===== config.mk =====
export PLATFORM = sky130hd
export DESIGN_NAME = instruction_fetch_unit
export DESIGN_NICKNAME = d
export VERILOG_FILES = /design/src/rtl/ifu_pkg.sv /design/src/rtl/fetch_fifo.sv /design/src/rtl/instruction_fetch_unit.sv
export SDC_FILE = /design/constraint.sdc
export NUM_CORES = 1
export LEC_CHECK = 0
export ABC_CLOCK_PERIOD_IN_PS = 13000
export CAP_MARGIN = 30
export CORE_UTILIZATION = 35
export DETAILED_ROUTE_END_ITERATION = 7
export SYNTH_ARGS = -nofsm -noshare
export SYNTH_HDL_FRONTEND = slang
export SYNTH_HIERARCHICAL = 1
export SYNTH_SLANG_ARGS = --single-unit
export TNS_END_PERCENT = 30

===== constraint.sdc =====
create_clock -name clk -period 13 [get_ports clk]
set_input_delay 2.6 -clock clk [delete_from_list [all_inputs] [get_ports clk]]
set_output_delay 2.6 -clock clk [all_outputs]
set_load 0.01 [all_outputs]

===== src/rtl/ifu_pkg.sv =====
// Purpose : shared types for the instruction fetch unit (fetch entry, FSM state).
// Latency : n/a (types and constants only).
// Backpres: n/a.
// Optional feature macro used by importers: IFU_MISALIGN_TRAP_EN.
package ifu_pkg;

  // One prefetched instruction with the PC it was fetched from.
  typedef struct packed {
    logic [31:0] pc;
    logic [31:0] instr;
    logic        fault;
  } fetch_entry_t;

  typedef enum logic {
    S_RUN   = 1'b0,
    S_FAULT = 1'b1
  } ifu_state_t;

  localparam logic [31:0] INSTR_NOP = 32'h0000_0013;

endpackage


===== src/rtl/fetch_fifo.sv =====
// Purpose : synchronous FIFO of fetch_entry_t holding prefetched instructions.
// Latency : a push is visible at head the cycle after it is written.
// Backpres: caller must not push when full unless popping; flush beats push/pop.
// Ports   : clk, rst (sync, active-high), flush, push/push_data, pop,
//           full, empty, head (registered storage at the read pointer).
module fetch_fifo
  import ifu_pkg::*;
#(
  parameter int DEPTH = 2
) (
  input  logic         clk,
  input  logic         rst,
  input  logic         flush,
  input  logic         push,
  input  fetch_entry_t push_data,
  input  logic         pop,
  output logic         full,
  output logic         empty,
  output fetch_entry_t head
);

  localparam int IDX_W = $clog2(DEPTH);
  localparam int PTR_W = IDX_W + 1;

  fetch_entry_t     mem [DEPTH];
  logic [PTR_W-1:0] wr_ptr;
  logic [PTR_W-1:0] rd_ptr;
  logic [PTR_W-1:0] count;

  // Pointers carry one extra wrap bit so full and empty are distinguishable.
  assign count = wr_ptr - rd_ptr;
  assign full  = (count == PTR_W'(DEPTH));
  assign empty = (count == '0);
  assign head  = mem[rd_ptr[IDX_W-1:0]];

  always_ff @(posedge clk) begin
    if (rst || flush) begin
      wr_ptr <= '0;
      rd_ptr <= '0;
    end else begin
      if (push) wr_ptr <= wr_ptr + 1'b1;
      if (pop)  rd_ptr <= rd_ptr + 1'b1;
    end
  end

  // Storage needs no reset: entries are only observed while non-empty.
  always_ff @(posedge clk) begin
    if (push && !flush && !rst) mem[wr_ptr[IDX_W-1:0]] <= push_data;
  end

endmodule


===== src/rtl/instruction_fetch_unit.sv =====
// Purpose : drives the fetch PC into instruction memory and prefetches words into a FIFO for decode.
// Latency : first entry the cycle after reset drops; redirect in cycle N shows its target in N+2.
// Backpres: if_valid/if_ready handshake; fetch stalls (PC holds) while the FIFO is full and not popping.
// Ports   : clk, rst (sync, active-high); imem_addr/imem_rdata to instruction memory;
//           redirect_valid/redirect_pc from execute; if_valid/if_ready/if_instr/if_pc/if_fault to decode.
// Config  : define IFU_MISALIGN_TRAP_EN to trap misaligned fetch PCs instead of forcing alignment.
module instruction_fetch_unit
  import ifu_pkg::*;
#(
  parameter logic [31:0] RESET_PC   = 32'h0000_0000,
  parameter int          FIFO_DEPTH = 2
) (
  input  logic        clk,
  input  logic        rst,
  output logic [31:0] imem_addr,
  input  logic [31:0] imem_rdata,
  input  logic        redirect_valid,
  input  logic [31:0] redirect_pc,
  output logic        if_valid,
  input  logic        if_ready,
  output logic [31:0] if_instr,
  output logic [31:0] if_pc,
  output logic        if_fault
);

`ifdef IFU_MISALIGN_TRAP_EN
  localparam logic [31:0] PC_MASK  = 32'hFFFF_FFFF;
  localparam logic        FAULT_EN = 1'b1;
`else
  // Without the trap, loaded PCs are forced word-aligned so faults cannot arise.
  localparam logic [31:0] PC_MASK  = 32'hFFFF_FFFC;
  localparam logic        FAULT_EN = 1'b0;
`endif

  ifu_state_t   state, state_nxt;
  logic [31:0]  fetch_pc;
  logic         fifo_full, fifo_empty;
  logic         hs_pop, push, pop;
  fetch_entry_t push_entry, head;

  assign imem_addr = fetch_pc;
  assign if_valid  = !fifo_empty;

  // A redirect flushes the FIFO, so it blocks both the push and the pop.
  assign hs_pop = if_valid & if_ready;
  assign pop    = hs_pop & !redirect_valid;
  assign push   = (state == S_RUN) & (!fifo_full | hs_pop) & !redirect_valid;

  always_comb begin
    push_entry       = '0;
    push_entry.pc    = fetch_pc;
    push_entry.instr = imem_rdata;
`ifdef IFU_MISALIGN_TRAP_EN
    push_entry.fault = (fetch_pc[1:0] != 2'b00);
`endif
  end

  always_comb begin
    state_nxt = state;
    if (redirect_valid) begin
      state_nxt = S_RUN;
    end
`ifdef IFU_MISALIGN_TRAP_EN
    else if (push && push_entry.fault) begin
      state_nxt = S_FAULT;
    end
`endif
  end

  always_ff @(posedge clk) begin
    if (rst) begin
      state    <= S_RUN;
      fetch_pc <= RESET_PC & PC_MASK;
    end else begin
      state <= state_nxt;
      if (redirect_valid) begin
        fetch_pc <= redirect_pc & PC_MASK;
      end else if (push) begin
        fetch_pc <= fetch_pc + 32'd4;
      end
    end
  end

  fetch_fifo #(.DEPTH(FIFO_DEPTH)) u_fifo (
    .clk       (clk),
    .rst       (rst),
    .flush     (redirect_valid),
    .push      (push),
    .push_data (push_entry),
    .pop       (pop),
    .full      (fifo_full),
    .empty     (fifo_empty),
    .head      (head)
  );

  // Payload reads as zero while nothing is offered, matching the reset view.
  assign if_instr = if_valid ? head.instr : 32'd0;
  assign if_pc    = if_valid ? head.pc    : 32'd0;
  assign if_fault = if_valid & head.fault & FAULT_EN;

endmodule


# Word-level counts from Yosys, hierarchy flattened
# Memories as Yosys holds them, arrays and structs flattened. A register that Yosys moved wholly into a read port is not among the register bits.
# Index checks and enable logic that the tools add are counted.
totals:
  ff_bits: 36
  ram_bits: 128
  inputBits: 68
  out_inout_bits: 98
  word_cells: 32
  memories: 1
memory_table:
  columns: ["name", "depth", "width", "rd", "rd_clocked_by_memory_dff", "wr", "line_no", "source"]
  rows:
  - ["u_fifo.mem", 2, 64, 1, 1, 1, "fetch_fifo.sv:25", "fetch_entry_t mem [DEPTH];"]
op_classes:
  add_sub_neg: 4
  eq_ne: 1
  n_mux: 8
  bitwise_logic: 4
  n_reduce_logical: 10
ops:
  columns: ["cell", "n"]
  rows:
  - ["two-way mux 32 bit", 4]
  - ["adder 32 x 3 -> 32 bit, second input constant", 1]
  - ["adder 2 x 1 -> 2 bit, second input constant", 2]
  - ["logical NOT 1 bit", 4]
  - ["two-way mux 1 bit", 4]
  - ["AND 1 bit", 3]
  - ["== test 2 bit, second input constant", 1]
  - ["logical AND 1 bit", 2]
  - ["logical NOT 2 bit", 1]
  - ["nonzero test 2 bit", 1]
  - ["OR reduction 2 bit", 1]
  - ["subtractor 2 bit", 1]
  - ["logical OR 1 bit", 1]
  - ["OR 1 bit", 1]

# Depth between registers and ports, before layout
depth:
  ltp_word: 10
  depth_mapped: 8
  ltp_nobuf: 7

# Cells and area by module
# Netlist, hierarchy kept.
by_module_without_submodules:
  columns: ["module", "n_inst", "cells_each", "area_each_um2", "seq_area_each_um2"]
  rows:
  - ["fetch_fifo", 1, 226, 5124.9, 4003.8]
  - ["instruction_fetch_unit", 1, 284, 2242.2, 600.6]

# Worst setup path after synthesis
# Ideal clock, no wire load.
synth_path:
  path_kind: "in2reg"
  start: "input port if_ready"
  end: "memory u_fifo/mem[1][0] in the netlist's numbering (enable)"
  setup_time_ps: 651
  t_arrival_ps: 9501
  required_time_ps: 12349
  path_slack_ps: 2848
  cell_stages: 4
  n_path_buf: 1
  path_cell_list: "nand2b_1 > buf_4 > a21oi_1 > nor4bb_1"
synth_via:
  elab_chain_cells: 7
synth_rtl:
  columns: ["element", "line_no", "source"]
  rows:
  - ["start, declared", "instruction_fetch_unit.sv:20", "input logic if_ready,"]
  - ["AND 1 bit", "instruction_fetch_unit.sv:45", "assign hs_pop = if_valid & if_ready;"]
  - ["OR 1 bit", "instruction_fetch_unit.sv:47", "assign push = (state == S_RUN) & (!fifo_full | hs_pop) & !redirect_valid;"]
  - ["AND 1 bit", "instruction_fetch_unit.sv:47", null]
  - ["via push", "instruction_fetch_unit.sv:38", "logic hs_pop, push, pop;"]
  - ["logical AND 1 bit (2 in a row)", "fetch_fifo.sv:48", "if (push && !flush && !rst) mem[wr_ptr[IDX_W-1:0]] <= push_data;"]
  - ["two-way mux 1 bit", "fetch_fifo.sv:48", null]
  - ["two-way mux 1 bit (not written as such)", "fetch_fifo.sv:48", null]
  - ["end, declared", "fetch_fifo.sv:25", null]
# The timed path passes the listed nets, and every way through them passes these cells.

# Worst setup path in the final report
layout_path:
  start: "register u_fifo.wr_ptr[0]"
  end: "output port if_instr[31]"
layout_via:
  elab_chain_cells: 3
layout_rtl:
  columns: ["element", "line_no", "source"]
  rows:
  - ["start, declared", "fetch_fifo.sv:26", "logic [PTR_W-1:0] wr_ptr;"]
  - ["start signal, assigned", "fetch_fifo.sv:41", "if (push) wr_ptr <= wr_ptr + 1'b1;"]
  - ["subtractor 2 bit", "fetch_fifo.sv:31", "assign count = wr_ptr - rd_ptr;"]
  - ["logical NOT 2 bit", "fetch_fifo.sv:33", "assign empty = (count == '0);"]
  - ["via fifo_empty", "instruction_fetch_unit.sv:37", "logic fifo_full, fifo_empty;"]
  - ["two-way mux 32 bit", "instruction_fetch_unit.sv:97", "assign if_instr = if_valid ? head.instr : 32'd0;"]
  - ["end, declared", "instruction_fetch_unit.sv:21", "output logic [31:0] if_instr,"]
# The timed path passes the listed nets, and every way through them passes these cells.

==> results.ini <==
[run_status]
run_status = completed

[worst_hold_path]
hold_path.class = reg2reg
hold-path-cell-count = 0

[cells_and_area]
area_growth_pct = 33.9
nets = 739
area.sequential_um2 = 4550
layout_common_cells = clkdlybuf4s50_1 (160), edfxtp_1 (128), nor2b_1 (65)
drive_gt1_frac = 0.177
multi_input_area_um2 = 2570
diodes = 0
final_common_cell = clkdlybuf4s50_1
fill_cells = 1814
stdcell_count = 952
fin_util = 0.481

[routing]
via_per_inst = 4.72
drtIter0Drc = 242
routed_wl_mm = 15.9
drt_first_pass_iters = 4
num_vias = 4497
ant_nets = 0
drc = 0
wl_per_cell_um = 16.7

[clocking]
worstSkewPairLatency_ns = 0.41
cts_tree = built
htree_levels = 4
cts_hold_buf = 0
cts_resized = 0
clock_sinks = 163
cts-root-buf = clkbuf_16
clockBufferDepth = 2
post-cts-setup-buffers = 0
cts_buffers = 17
path_clk_slew_ns = 0.07

[power]
cellPowerDensity_nw_per_um2 = 123
p_leak_nw = 3.33
vdd_drop_max_v = 0.0000759

[sta]
setup_viol = 0
fin_setup_tns_ns = 0
hold_viol = 0
relSlewSlack = 0.305
worst_slew_pin_slew_ns = 1.04
period_share = 0.407
rsz0062_at_grt = false
slew_violations = 0
clock_skew_ns = 0.00856
finalCriticalPeriod_ns = 5.29
fmax_ghz = 0.189

[run]
max_cap_violations = 0

[worst_setup_path]
endpoint_kind = output pin
crit_path_start_kind = flop
r2r_cells = 6
cp_max_fo = 48
crit_arrival_ns = 2.69
critPathKind = reg2out
required_ns = 10.40

[yosys]
syn_inst = 507
syn-cell-area_um2 = 7290
synth_area_per_cell_um2 = 14.4
yosys_warnings = 6

[place]
dpl.hpwl_mm = 10.9
gp_congestion = 0.743
io_buffers = 160
placed_cells = 921

[die]
dieArea_um2 = 21400
num_io_pins = 166
fp.dieH_um = 146
start_util = 0.359
core-area_um2 = 20300
rows = 52
die_x_um = 146

[grt]
antenna_found_initial = 0
grt.overflow.total = 0
grt_pass1_vias = 4583
grt_usage = 0.155
grt_max_degree = 50
grt_first_pass_wirelength_mm = 25.4

## layer usage
layer | vias to the layer above | track usage | share of wire
met5 | - | 0 | 0
met4 | 0 | 0.0490 | 0.012
met3 | 13 | 0.0381 | 0.047
met2 | 129 | 0.257 | 0.49
li1 | 2170 | - | -
met1 | 2185 | 0.199 | 0.45
## path summary, 6_finish.rpt
path / from / to / slack (ns)
worst max-delay path: u_fifo/wr_ptr[0] / if_instr[31] / 7.71
worst min-delay path: imem_addr[30] / u_fifo/mem[1][63] / 0.52
worst max register to register: u_fifo/wr_ptr[0] / u_fifo/mem[1][13] / 9.25
worst min register to register: imem_addr[30] / u_fifo/mem[1][63] / 0.52
## final cells by class
type,count,area share
clock buffers,18,0.0440
clock inverters,13,0.0163
inverters,5,0.00192
multi-input cells,314,0.264
flip-flops and latches,163,0.466
well taps,270,0.0346
repair buffers,169,0.174
## critical path, stage by stage (launching register included)
cell and delay (ns):
dfxtp_1 0.47, xor2_1 0.18, nor2_4 0.44, buf_4 0.53
nor2b_1 0.13, clkdlybuf4s50_1 0.50
## registers in the layout, summed over array words and instances, names as in the netlist, named ones only
signal         count
u_fifo/rd_ptr      2
imem_addr         30
u_fifo/mem       128
u_fifo/wr_ptr      2
## where the power goes
part,internal [mW],switching (mW)
sequential,0.578,0.0148
combinational,0.0629,0.0463
clock,0.301,0.197
## per-stage QoR
stage                     power (mW)  area [um^2]  worst slack [ns]  hold WS (ns)
final                           1.20         9760              7.71         0.524
after global placement         0.712         9130              6.80         0.507
after detailed placement       0.715         9170              7.24         0.511
after CTS                       1.22         9760              7.59         0.524
after floorplan                0.651         7310              2.95         0.512
after global routing            1.24         9760              7.45         0.530
Power figures use the tool's default switching activity.
